## src/rtl/pc_inc_logic_if.sv

```systemverilog
// PC increment bus: select/vector inputs toward the PC logic, registered PC/fetch status back.
// master drives requests and select bytes; slave is the PC logic itself.
interface pc_inc_logic_if;
    logic        i_pc;
    logic [7:0]  pcls_data;
    logic [7:0]  pchs_data;
    logic [7:0]  data_in;
    logic        vec_ready;
    logic [7:0]  pcl_out;
    logic [7:0]  pch_out;
    logic [15:0] vec_addr;
    logic        vec_req;
    logic        run;
    logic        page_cross;

    modport master (
        output i_pc, pcls_data, pchs_data, data_in, vec_ready,
        input  pcl_out, pch_out, vec_addr, vec_req, run, page_cross
    );

    modport slave (
        input  i_pc, pcls_data, pchs_data, data_in, vec_ready,
        output pcl_out, pch_out, vec_addr, vec_req, run, page_cross
    );
endinterface

```

## src/rtl/pc_inc_logic.sv

```systemverilog
// Reset-vector fetch then PC reload/increment; all outputs registered, 1-cycle latency.
// Vector fetch stalls indefinitely while vec_ready is low; RUN never stalls.
module pc_inc_logic (
    input  logic           clk,
    input  logic           rst,
    pc_inc_logic_if.slave  bus
);
    typedef enum logic [1:0] {
        ST_VEC_LO = 2'd0,
        ST_VEC_HI = 2'd1,
        ST_RUN    = 2'd2
    } state_t;

    state_t      state_q, state_d;

    logic [7:0]  pcl_q, pcl_d;
    logic [7:0]  pch_q, pch_d;
    logic [15:0] addr_q, addr_d;
    logic        req_q, req_d;
    logic        run_q, run_d;
    logic        page_q, page_d;
    logic [15:0] pc_sum;

    assign pc_sum = {bus.pchs_data, bus.pcls_data} + {15'd0, bus.i_pc};

    always_ff @(posedge clk or posedge rst) begin
        if (rst) begin
            state_q <= ST_VEC_LO;
        end else begin
            state_q <= state_d;
        end
    end

    always_comb begin
        state_d = state_q;
        case (state_q)
            ST_VEC_LO: if (bus.vec_ready) state_d = ST_VEC_HI;
            ST_VEC_HI: if (bus.vec_ready) state_d = ST_RUN;
            ST_RUN:    state_d = ST_RUN;
            default:   state_d = ST_VEC_LO;
        endcase
    end

    // Next values of the output flops; hold unless the current state updates them.
    always_comb begin
        pcl_d  = pcl_q;
        pch_d  = pch_q;
        addr_d = addr_q;
        req_d  = req_q;
        run_d  = run_q;
        page_d = 1'b0;
        case (state_q)
            ST_VEC_LO: begin
                if (bus.vec_ready) begin
                    pcl_d  = bus.data_in;
                    addr_d = 16'hFFFD;
                end
            end
            ST_VEC_HI: begin
                if (bus.vec_ready) begin
                    pch_d = bus.data_in;
                    req_d = 1'b0;
                    run_d = 1'b1;
                end
            end
            ST_RUN: begin
                {pch_d, pcl_d} = pc_sum;
                page_d         = bus.i_pc & (bus.pcls_data == 8'hFF);
            end
            default: begin
                pcl_d  = 8'h00;
                pch_d  = 8'h00;
                addr_d = 16'hFFFC;
                req_d  = 1'b1;
                run_d  = 1'b0;
            end
        endcase
    end

    always_ff @(posedge clk or posedge rst) begin
        if (rst) begin
            pcl_q  <= 8'h00;
            pch_q  <= 8'h00;
            addr_q <= 16'hFFFC;
            req_q  <= 1'b1;
            run_q  <= 1'b0;
            page_q <= 1'b0;
        end else begin
            pcl_q  <= pcl_d;
            pch_q  <= pch_d;
            addr_q <= addr_d;
            req_q  <= req_d;
            run_q  <= run_d;
            page_q <= page_d;
        end
    end

    assign bus.pcl_out    = pcl_q;
    assign bus.pch_out    = pch_q;
    assign bus.vec_addr   = addr_q;
    assign bus.vec_req    = req_q;
    assign bus.run        = run_q;
    assign bus.page_cross = page_q;
endmodule

```

## src/flat_wrapper.sv

```systemverilog
// flat-port wrapper written by rule: the top's interface ports become plain ports
module pc_inc_logic_flat 
  (clk, rst, bus_i_pc, bus_pcls_data, bus_pchs_data, bus_data_in, bus_vec_ready, bus_pcl_out, bus_pch_out, bus_vec_addr, bus_vec_req, bus_run, bus_page_cross);
  pc_inc_logic_if bus_i ();
  input  logic clk;
  input  logic rst;
  input wire logic [$bits(bus_i.i_pc)-1:0] bus_i_pc;
  input wire logic [$bits(bus_i.pcls_data)-1:0] bus_pcls_data;
  input wire logic [$bits(bus_i.pchs_data)-1:0] bus_pchs_data;
  input wire logic [$bits(bus_i.data_in)-1:0] bus_data_in;
  input wire logic [$bits(bus_i.vec_ready)-1:0] bus_vec_ready;
  output wire logic [$bits(bus_i.pcl_out)-1:0] bus_pcl_out;
  output wire logic [$bits(bus_i.pch_out)-1:0] bus_pch_out;
  output wire logic [$bits(bus_i.vec_addr)-1:0] bus_vec_addr;
  output wire logic [$bits(bus_i.vec_req)-1:0] bus_vec_req;
  output wire logic [$bits(bus_i.run)-1:0] bus_run;
  output wire logic [$bits(bus_i.page_cross)-1:0] bus_page_cross;
  assign bus_i.i_pc = bus_i_pc;
  assign bus_i.pcls_data = bus_pcls_data;
  assign bus_i.pchs_data = bus_pchs_data;
  assign bus_i.data_in = bus_data_in;
  assign bus_i.vec_ready = bus_vec_ready;
  assign bus_pcl_out = bus_i.pcl_out;
  assign bus_pch_out = bus_i.pch_out;
  assign bus_vec_addr = bus_i.vec_addr;
  assign bus_vec_req = bus_i.vec_req;
  assign bus_run = bus_i.run;
  assign bus_page_cross = bus_i.page_cross;
  pc_inc_logic u_core (.clk(clk), .rst(rst), .bus(bus_i));
endmodule
```

## config.mk

```make
export PLATFORM = sky130hd
export DESIGN_NAME = pc_inc_logic_flat
export DESIGN_NICKNAME = d
export VERILOG_FILES = /design/src/rtl/pc_inc_logic_if.sv /design/src/rtl/pc_inc_logic.sv /design/src/flat_wrapper.sv
export SDC_FILE = /design/constraint.sdc
export NUM_CORES = 1
export LEC_CHECK = 0
export CAP_MARGIN = 40
export CORE_ASPECT_RATIO = 0.7
export CORE_MARGIN = 1
export CORE_UTILIZATION = 46
export CTS_CLUSTER_DIAMETER = 120
export CTS_CLUSTER_SIZE = 30
export DETAILED_ROUTE_END_ITERATION = 12
export GPL_TIMING_DRIVEN = 1
export PLACE_DENSITY = 0.86
export SYNTH_ARGS = -nofsm -noshare
export SYNTH_HDL_FRONTEND = slang
export SYNTH_SLANG_ARGS = --single-unit
```

## constraint.sdc

```tcl
create_clock -name clk -period 5.05 [get_ports clk]
set_input_delay 1.01 -clock clk [delete_from_list [all_inputs] [get_ports clk]]
set_output_delay 1.01 -clock clk [all_outputs]
set_load 0.05 [all_outputs]
```

==> qor.yml <==
status: "finished, final reports clean"
route.final.wire_length_mm: 3.80
reg2reg_depth: 6
syn_area_um2: 1490
cts_tree: "built"
critPathMaxStageDelay_ps: 800
final_hold_viol_count: 0
avgViaCountPerCell: 5.54
grt_pass1_vias: 1292
timing.rr.start: "u_core.state_q[1]$_DFFE_PP0P_"
drc: 0
synth_ff_type: "dfrtp_1"
grt.overflow.total: 0
vias: 1402
mostFrequentLayoutCells: "47 x clkdlybuf4s50_1, 21 x dfrtp_1, 16 x nor2_1"
gp_congestion: 0.866
cp-startpoint: "u_core.bus.vec_req$_DFFE_PP1P_"
max_freq_ghz: 0.383
post-cts-setup-buffer-count: 0
dp.final_hpwl_mm: 2.86
initial_core_util_pct: 50.6
critPathLaunchType: "flip-flop"
cpMaxStageDelayCell: "clkdlybuf4s50_1"
row_count: 16
powerDensity_nw_per_um2: 645
worstPathMaxFanout: 2
max_slew.worst_pin.slew_ps: 629
finalSetupViolations: 0
leakagePower_uw: 0.000843
crit_family: "buffers and inverters"
worstSetupPathDepth: 1
clk_pin_slew_ps: 80
drive_above_1_share_pct: 5.99
drtIter0Drc: 115
worstPathRequired_ps: 4040
hp-start: "u_core.bus.vec_req$_DFFE_PP1P_"
relSlewSlack_pct: 58.1
endpoint_kind: "primary output"
io_buffers: 47
clk_path_buf_depth: 2
synthArstFlopShare_pct: 100
grt_usage_pct: 23.5
p_total_uw: 1290
crit_arrival_ps: 1600
worstHoldPathCells: 2
ios: 63
synth.distinct_cells: 35
ys_seq_area_share_pct: 37.0
syn2layout_area_growth_pct: 33.8
htreeDepth: 1
ctsResizeCount: 0
rsz0062_at_grt: "no"
synth_warnings: 0
cts-root-buf: "clkbuf_8"
cts_hold_buf: 0
nNetsFinal: 253
synth_edf_count: 0
n_antenna_cell: 0
clock_latency_ps: 280
setup_tns_ps: 0
cts_sinks: 22
path_cells: "clkdlybuf4s50_1"
antenna_found_initial: 0
avgSynthCellArea_um2: 8.52
maxSlewViolCount: 0
critPathKind: "flip-flop to primary output"
min_period_over_period_pct: 51.7
coreArea_um2: 2940
grt_first_pass_wirelength_mm: 6.24
final.min_clock_period_ps: 2610
die_x_um: 70.0
grt_max_degree: 18
final_common_cell: "clkdlybuf4s50_1"
ant_nets: 0
max-vdd-ir-drop_mv: 0.357
drt_pass1_iterations: 4
fin_skew_ps: 10.2
hold_class: "flip-flop to flip-flop"
die_y_um: 49.6
drv_cap: 0
critPathBufInv: 1
synth_seq_cells: 22
cts_inserted_buffers: 3
wl_per_cell_um: 15.0
dieArea_um2: 3470
synth_cells: 175
-- cell families (layout without fill, tap and decap cells) --
kind of cell	Yosys count	count (layout)	synth area share, %
compound gates	41	41	17.5
xor+xnor	8	8	4.70
fa+ha+maj	7	7	5.88
buf+inv	33	62	12.3
flops	22	22	37.0
mux	3	3	2.18
other cells	2	15	0.504
simple gates	59	59	19.9
-- sequential cells by signal, summed over array words and instances (netlist names) --
register and flops:
u_core.bus.pch_out 8, u_core.bus.pcl_out 8, u_core.state_q 2, u_core.bus.page_cross 1, u_core.bus.run 1, u_core.bus.vec_addr 1
u_core.bus.vec_req 1
-- report_power, final --
| part | internal (uW) | switching (uW) |
|---|---|---|
| registers | 260 | 39.4 |
| logic | 269 | 547 |
| clock network | 106 | 64.1 |
| total | 635 | 651 |
-- layer usage --
| layer | routed length (um) | up-vias | GRT usage [%] |
|---|---|---|---|
| li1 | - | 670 | - |
| met1 | 1680 | 653 | 30.2 |
| met2 | 1750 | 71 | 38.6 |
| met3 | 310 | 8 | 6.54 |
| met4 | 63 | 0 | 7.00 |
| met5 | 0 | - | 0 |
-- synthesized netlist by cell type (all sizes together) (7+ instances only) --
cell    n  area, um^2
dfrtp  21         526
buf    18         128
nor2   16        60.1
nand2  12        45.0
nor3   12        60.1
a21oi  10        53.8
inv    10        37.5
nand3   9        45.0
a31oi   7        43.8
ha      7        87.6
o21ai   7        35.0
xnor2   7        61.3
-- metrics by stage --
step / util [%] / cells / hold WS [ps] / cell area, um^2 / setup slack (ps)
after global routing: 67.8 / 253 / 534 / 1990 / 2360
final: 67.8 / 253 / 513 / 1990 / 2440
after CTS: 67.8 / 253 / 515 / 1990 / 2440
after detailed placement: 65.3 / 249 / 492 / 1920 / 2180
after floorplan: - / 188 / 566 / 1540 / 2880
after global placement: 64.8 / 248 / 488 / 1910 / 2270
-- final cells by class --
type / instances / area (um^2)
clock buffer: 3 / 41.3
clock inverter: 1 / 30.0
fill: 250 / 948
inverter: 10 / 37.5
multi-input combinational: 133 / 803
sequential: 22 / 552
tap: 36 / 45.0
timing repair buffer: 48 / 485
-- path summary, 6_finish.rpt --
kind | to | slack (ps)
min | u_core.bus.vec_req$_DFFE_PP1P_ | 510
max | bus_vec_req | 2440
min reg2reg | u_core.bus.vec_req$_DFFE_PP1P_ | 510
max reg2reg | u_core.bus.run$_DFFE_PP0P_ | 2860
min in group asynchronous | u_core.state_q[0]$_DFFE_PP0P_ | 980
max in group asynchronous | u_core.bus.vec_req$_DFFE_PP1P_ | 3550
No activity file was read; power rests on OpenSTA's default activity.
